**config.mk**
```make
export PLATFORM = sky130hd
export DESIGN_NAME = xdma_master
export DESIGN_NICKNAME = d
export VERILOG_FILES = /design/src/rtl/xdma_master.sv
export SDC_FILE = /design/constraint.sdc
export NUM_CORES = 1
export LEC_CHECK = 0
export ABC_CLOCK_PERIOD_IN_PS = 5500
export CORE_MARGIN = 2
export CORE_UTILIZATION = 25
export DETAILED_ROUTE_END_ITERATION = 7
export GPL_ROUTABILITY_DRIVEN = 0
export PLACE_DENSITY = 0.44
export SLEW_MARGIN = 25
export SYNTH_ARGS = -nofsm -noshare
export SYNTH_HDL_FRONTEND = slang
export SYNTH_SLANG_ARGS = --single-unit
```
**constraint.sdc**
```tcl
create_clock -name clk -period 5.5 [get_ports clk]
set_input_delay 1.1 -clock clk [delete_from_list [all_inputs] [get_ports clk]]
set_output_delay 1.1 -clock clk [all_outputs]
set_load 0.01 [all_outputs]
```
**src/rtl/xdma_master.sv**
```systemverilog
// xdma_master -- block-copy bus initiator for the picoversat data bus.
//
// Copies len 32-bit words from src to dst, one word at a time: read through the
// address decoder, hold the word in wbuf, then write it back out. The bus is
// shared with the controller, so every transaction waits on req/gnt.
//
// Ports
//   clk, rst            clock, synchronous active-high reset
//   start, src/dst/len  one-cycle copy command, latched in IDLE only
//   busy, done          copy in progress / one-cycle completion pulse
//   req, gnt            arbiter handshake
//   addr, sel, we,
//   data_to_wr          bus strobe (all zero whenever sel=0)
//   data_to_rd          read data from the decoder mux, READ_LAT cycles after
//                       the read strobe
module xdma_master #(
  parameter int READ_LAT = 1,   // 0..3
  parameter int LEN_W    = 16,
  parameter int ADDR_W   = 12,
  parameter int DATA_W   = 32
) (
  input  logic              clk,
  input  logic              rst,
  input  logic              start,
  input  logic [ADDR_W-1:0] src,
  input  logic [ADDR_W-1:0] dst,
  input  logic [LEN_W-1:0]  len,
  output logic              busy,
  output logic              done,
  output logic              req,
  input  logic              gnt,
  output logic [ADDR_W-1:0] addr,
  output logic              sel,
  output logic              we,
  output logic [DATA_W-1:0] data_to_wr,
  input  logic [DATA_W-1:0] data_to_rd
);

  typedef enum logic [2:0] {
    S_IDLE, S_REQ, S_RD, S_WAIT, S_WR, S_DONE
  } state_t;

  localparam logic [1:0] LAT = 2'(READ_LAT);

  state_t              state;
  logic [ADDR_W-1:0]   src_q, dst_q;
  logic [LEN_W-1:0]    len_q, idx;
  logic [1:0]          lat_cnt;
  logic [DATA_W-1:0]   wbuf;
  logic [ADDR_W-1:0]   idx_a;

  // idx is LEN_W wide; address sums wrap modulo 2^ADDR_W.
  assign idx_a = ADDR_W'(idx);

  // Status outputs are pure decodes of the state register.
  assign req  = (state == S_REQ) || (state == S_RD) || (state == S_WAIT) || (state == S_WR);
  assign busy = req;
  assign done = (state == S_DONE);

  // The strobe has to follow gnt within the same cycle, so it is combinational
  // on gnt; everything else on the bus is forced to zero when not selected.
  assign sel        = gnt && ((state == S_RD) || (state == S_WR));
  assign we         = gnt && (state == S_WR);
  assign addr       = !sel ? '0 : (we ? dst_q + idx_a : src_q + idx_a);
  assign data_to_wr = we ? wbuf : '0;

  always_ff @(posedge clk) begin
    if (rst) begin
      state   <= S_IDLE;
      src_q   <= '0;
      dst_q   <= '0;
      len_q   <= '0;
      idx     <= '0;
      lat_cnt <= '0;
      wbuf    <= '0;
    end else begin
      case (state)
        S_IDLE: begin
          if (start) begin
            if (len != '0) begin
              src_q <= src;
              dst_q <= dst;
              len_q <= len;
              idx   <= '0;
              state <= S_REQ;
            end else begin
              state <= S_DONE;     // empty copy: pulse done, never touch the bus
            end
          end
        end
        S_REQ: if (gnt) state <= S_RD;
        S_RD: begin
          if (gnt) begin
            if (LAT == 2'd0) begin
              wbuf  <= data_to_rd; // zero-latency decoder: data valid now
              state <= S_WR;
            end else begin
              lat_cnt <= 2'd1;
              state   <= S_WAIT;
            end
          end
        end
        S_WAIT: begin
          // Counts regardless of gnt: the decoder returns data on its own clock.
          if (lat_cnt == LAT) begin
            wbuf  <= data_to_rd;
            state <= S_WR;
          end else begin
            lat_cnt <= lat_cnt + 2'd1;
          end
        end
        S_WR: begin
          if (gnt) begin
            idx <= idx + LEN_W'(1);
            if ((idx + LEN_W'(1)) == len_q) state <= S_DONE;
            else                            state <= S_RD;
          end
        end
        S_DONE:  state <= S_IDLE;
        default: state <= S_IDLE;
      endcase
    end
  end

endmodule

```
==> summary.txt <==
Logic synthesis
  – Synth cell types: 58
  – Yosys top cell area share: 0.3698
  – EDFF count, synth: 0
  – Post-Syn Instances: 696
  – Sequential cell area fraction in the yosys report: 0.3698
  – Yosys reg bits: 93
  – Synth area leaders: dfxtp_1 (37%), nand2_1 (15%), a21oi_1 (9.9%)
  – Synth Cell Area: 0.005035 mm2
  – Mean Syn Cell Area: 7.234 um2
  – Yosys warning count: 0
  – Post-synth ARST share: 0
  – Most used DFF post-synth: dfxtp_1
  – Syn Nets: 786
  – Area leader, netlist: dfxtp_1

Place
  – PortBufs: 124
  – DPL Wire Length: 11,730 um
  – Pre-CTS WS: -0.07174 ns
  – Area post-placement: 0.006555 mm2

Layout
  – Antenna diode count: 0
  – Final core utilization: 0.3505
  – Layout cells sized above 1: 0.06708
  – P&R area growth vs syn: 36.36%
  – Final nets: 890
  – Commonest non-fill, non-tap cell in the layout: nand2_1
  – Most frequent cells in the layout: nand2_1 (195), clkdlybuf4s50_1 (120), a21oi_1 (99)
  – Final Instance Area: 0.006865 mm2

Routing
  – DRC: 0
  – DR vias: 5,060
  – Drt total wl: 16,150 um
  – Vias/cell: 4.729
  – Drt pass-1 iters: 4
  – Drt wl/cell: 15.09 um
  – Initial drt markers: 226
  – Post-route ant nets: 0

Timing
  – RSZ-0062 raised after global routing: no
  – Hold_ws: 0.4506 ns
  – # setup viols final: 0
  – TNS Setup: 0 ns
  – Fin crit share: 0.9507
  – Final Hold Violating Endpoints: 0
  – Actual slew at the worst max-slew pin: 0.7934 ns
  – Clock skew after layout: 0.007491 ns
  – Slew Limit Fails: 0
  – Minimum clock period: 5.229 ns
  – F_max: 0.1912 GHz
  – Rel. slew slack: 0.4662
  – Final worst slack: 0.2710 ns

Setup path
  – Most used cell, CP: nand2_1
  – CP Launch Type: input pin
  – Top Family by Delay on Critical Path: buffers and inverters
  – CP endpoint kind: output port
  – Worst path slowest cell: clkdlybuf4s50_1
  – CP Cell Sequence: clkdlybuf4s50_1 > and2_1 > nand2_2 > buf_4 > nand2_1 > nand2_1 > ha_1 > o21ai_0 > nand2_1 > a21oi_1 > a21o_1 > o31a_1 > xnor2_1 > nor2_1 > clkdlybuf4s50_1
  – CP arrival: 4.13 ns
  – Crit-path max FO: 20
  – Crit path kind: input pin to output port
  – Worst Path Required: 4.40 ns
  – CP peak stage delay: 0.55 ns
  – CP bufs+invs: 3

Die
  – Die W: 145.9 um
  – Die H: 145.9 um
  – Area of the core: 0.01959 mm2
  – Initial core utilization: 0.2570
  – Row cnt: 51
  – Die area: 0.02129 mm2
  – I/O Pins: 125

Global routing
  – Initial antenna violation count: 0
  – Gr usage total: 0.1511
  – Largest net degree at the start of global routing: 54
  – Vias in the first global route: 4,890
  – Grt ovf: 0
  – First-pass GRT wire length: 25,980 um

Pwr
  – Power Density: 272.5 mW/mm2
  – Pleak: 0.002691 uW
  – Clk pwr share: 0.331
  – Internal Pwr Total: 1239 uW
  – Sw Pwr: 631.9 uW
  – Seq pwr share: 0.421
  – Sw Share: 0.3377
  – VDD IR max: 0.1297 mV
  – Logic pwr share: 0.248

Clocking
  – Clk_lat worst skew: 0.35 ns
  – CTS tree: done
  – Setup Buffers After CTS: 0
  – Clock tree sinks: 93
  – Reg clk slew, reported paths: 0.07 ns
  – Clk buf depth: 2
  – H-tree levels: 3
  – Number of buffers created by CTS: 9
  – Clk root buf: clkbuf_16
  – Hold Buf Count CTS: 0

Flow run
  – Maxcap violations: 0

Min path
  – Worst hold path type: flop to flop

Status
  – Status: completed
-- cells in the mapped netlist (2+ instances only) --
cell type,instances
nand2_1,196
a21oi_1,100
dfxtp_1,93
clkbuf_1,44
and3_1,36
nor2_1,36
o21ai_0,24
xnor2_1,16
xor2_1,15
ha_1,13
nor3_1,12
inv_1,11
nand4_1,8
nor4_1,7
a31oi_1,5
nand3b_1,5
nor2b_1,5
o21a_1,5
a211oi_1,4
and2_1,4
buf_2,4
nand3_1,4
a21o_1,3
and4_1,3
nand2b_1,3
or3_1,3
a211o_1,2
a21boi_0,2
nand4b_1,2
o32ai_1,2
or4_1,2
-- stage by stage --
stage,power [uW],instances
after floorplan,1075,696
after global placement,1273,1054
after detailed placement,1271,1054
after CTS,1902,1070
after global routing,1994,1070
final,1871,1070
-- worst paths after layout --
path	to	slack [ns]	start	cells past startpoint
hold / removal	wbuf[11]	0.45	wbuf[11]	2
setup reg to reg	state[2]	2.83	idx[0]	8
setup / recovery	addr[11]	0.27	gnt	15
hold reg to reg	wbuf[11]	0.45	wbuf[11]	2
-- per-layer routing --
metal	part of all wire	vias to the layer above	GRT usage
li1	-	2581	-
met1	0.44	2316	0.1869
met2	0.47	146	0.2486
met3	0.069	17	0.04451
met4	0.021	0	0.05588
met5	0	-	0
-- power by group through the flow --
stage,Clock (uW),Sequential [uW],Combinational (uW)
after global routing,674,795,526
after detailed placement,0,803,468
after CTS,644,787,471
after global placement,0,803,470
final,620,788,464
after floorplan,0,767,307
-- worst register-to-register path, stage by stage, from the launching register on --
cell,delay (ns)
dfxtp_1,0.54
ha_1,0.33
nand3_2,0.17
xnor2_1,0.18
or3_1,0.32
a2111oi_2,0.40
nand4_1,0.18
or2_1,0.28
a31oi_1,0.18
-- sequential cells by signal, summed over array words and instances (netlist names) --
name / flops
wbuf: 32
idx: 16
len_q: 16
dst_q: 12
src_q: 12
state: 3
lat_cnt: 2
-- area by class of cell --
class	instances	area [um2]
fillers	2080	12720
multi-input cells	540	2945
flip-flops and latches	93	1862
repair buffers	144	1394
well taps	265	331.6
clock buffers	9	225.2
clock inverters	7	62.56
inverters	12	45.04
-- cells by family after synthesis --
kind of cell    Yosys count  share of synthesized area
simple gates            336                     0.3109
compound gates          157                     0.1745
flops                    93                     0.3698
buf+inv                  63                    0.05045
xor+xnor                 31                    0.05393
fa+ha+maj                14                    0.03628
mux                       2                   0.004225
-- repair_timing --
action	4_1_cts	5_1_grt
gates resized for setup	2	6
pin swaps	0	0
setup endpoints to repair	3	3
No activity file was read; power rests on OpenSTA's default activity.
==> patch (same settings) <==
Change the parameter `ADDR_W` from 12 to 13.
--- a/src/rtl/xdma_master.sv
+++ b/src/rtl/xdma_master.sv
@@ -18,3 +18,3 @@
   parameter int LEN_W    = 16,
-  parameter int ADDR_W   = 12,
+  parameter int ADDR_W   = 13,
   parameter int DATA_W   = 32
Interface: changed (resized addr, dst and src); port bits go from 125 to 128. The function was not compared with the original's and may differ.
==> patch against the unedited design <==
Synthesized area rose by 2.7%; worst setup slack got worse by 82 ps; die area rose by 2.6%; cell count up 2.1%; sequential cell count grew 2; final area grew 2.3%; total power shrank 9.1%; routed wire length decreased by 0.25%; critical path type unchanged; critical endpoint unchanged; highest routed layer is now met5.
==> patch: results (changes against the unedited design) <==
* Share of final-layout standard cells stronger than drive strength 1: 5.83% (-0.88 points)
- Result of the run: finished clean
* Transition time at the pin with the least slew margin: 804 ps (+10.5 ps)
- Flip-flop count of the largest register after layout: 32 (unchanged)
- Clock root buffer master: clkbuf_16
* Number of nets in the final layout: 911 (+2.4%)
- Number of warnings printed during yosys synthesis: 0 (unchanged)
- Via count of the routed design: 5168 (+2.1%)
- The largest incremental delay on the critical path is 550 ps (about the same).
- The signal arrival time at the worst endpoint was 4210 ps (+80 ps).
- Post-detail-place hpwl: 11900 um (+1.2%)
- Diode count: 0 (unchanged)
* Antenna violations before repair: 2 (+2)
- The number of iterations in the first detailed-routing pass is 5 (+1).
* GRT Util Overall: 15.0% (-0.073 points)
- The number of input and output port buffers inserted came to 127 (+2.4%).
* Leakage power of the design: 0.00255 uW (-5.1%)
- The maximum number of pins on one net before global-route repair is 56 (+3.7%).
* Critical-path maximum fanout: 5 (-75%)
- Global-route wire length before repair: 26200 um (+0.67%)
* Largest clock skew in the final design: 6.91 ps (-0.581 ps)
- The iteration-0 DRC count of the detailed router came to 230 (+1.8%).
- Post-CTS setup-driven buffer insertion count: 0 (unchanged)
- Fin cells: 1093 (+2.1%)
- Synth area leaders: dfxtp_1, nand2_1, a21oi_1, and2_1, ha_1
* Main flop type after synthesis: dfxtp_1
- Met1 GRT Util: 18.4% (-0.28 points)
- In the final layout, the registers with the most flip-flops are wbuf (32), idx (16), len_q (16).
- Count of filler cells inserted in the layout: 2106 (+1.3%)
- Sequential element share of the synthesized area: 36.8% (-0.18 points)
- The met2 capacity usage during global routing is 24.9% (+0.072 points).
- By count the netlist is led by nand2_1, a21oi_1, dfxtp_1.
* DRT Wirelength: 16100 um (-0.25%)
* Net count after synthesis: 803 (+2.2%)
- The met3 track demand over resource was 4.57% (+0.12 points).
- Post-synthesis cell type count: 55 (-5.2%)
* Number of instances in the synthesized netlist: 710 (+2.0%)
* Delay-heaviest family, CP: buffers and inverters
* Type of the tightest min-delay check: register to register
* Peak ir drop on the vdd network: 0.000147 V (+14%)
-- patch: changes by cell type after synthesis, moves of 3 or more --
cell	before	now
nor3b_1	1	4
and2_1	4	37
nand2_1	196	206
or3_1	3	9
nand2b_1	3	9
o211ai_1	1	5
nor3_1	12	7
nand3b_1	5	1
nor2_1	36	33
clkbuf_1	44	37
a21oi_1	100	103
nor4_1	7	4
buf_2	4	8
and3_1	36	2
-- patch: path summary, 6_finish.rpt --
kind,startpoint,endpoint,slack (ps),cells past startpoint
worst min-delay path,wbuf[15]$_SDFFE_PP0P_,wbuf[15]$_SDFFE_PP0P_,450,2
worst min register to register,wbuf[15]$_SDFFE_PP0P_,wbuf[15]$_SDFFE_PP0P_,450,2
worst max-delay path,gnt,addr[11],190,15
worst max register to register,idx[0]$_SDFFE_PP0P_,state[1]$_SDFFE_PP0P_,2510,7
-- patch: logic make-up after synthesis --
kind of cell	synth area share, %
xor+xnor	4.74
compound gates	18.7
simple gates	30.9
flops	36.8
mux	0.581
buf+inv	4.43
fa+ha+maj	3.78
-- patch: metrics by stage --
step           power, uW  TNS, ps  hold slack, ps  setup WS [ps]  cell area [sq um]
5_1_grt             1800        0             471           4.84               7020
4_1_cts             1730        0             451           59.7               7010
6_report            1700        0             449            188               7020
2_1_floorplan        974        0             432            696               5170
3_3_place_gp        1110        0             439           60.6               6710
3_5_place_dp        1110    -26.3             442          -26.3               6720
-- patch: area by class of cell --
class | instances | area share [%]
well taps | 270 | 4.81
clock buffers | 10 | 3.40
inverters | 10 | 0.534
clock inverters | 6 | 0.659
flip-flops and latches | 95 | 27.1
repair buffers | 144 | 19.8
multi-input cells | 558 | 43.7
-- patch: report_power, final --
group	leakage, uW	switching (uW)	internal, uW
Sequential	0.000772	37.8	730
Combinational	0.00165	177	150
Clock	0.000135	285	321
Total	0.00255	500	1200
-- patch: per-layer routing --
metal	routed length, um	vias to the layer above
met5	11	-
met4	275	2
met3	1240	20
met2	7460	145
met1	7120	2374
li1	-	2627
-- patch: repair_timing --
item                                    CTS  global route
gates resized for setup                   1             5
pin swaps                                 0             1
endpoints found under the setup margin    1             5
-- patch: worst min-delay path: stages (launching register included) --
cell     delay (ps)
dfxtp_1         310
nand2_1          50
a21oi_1          50
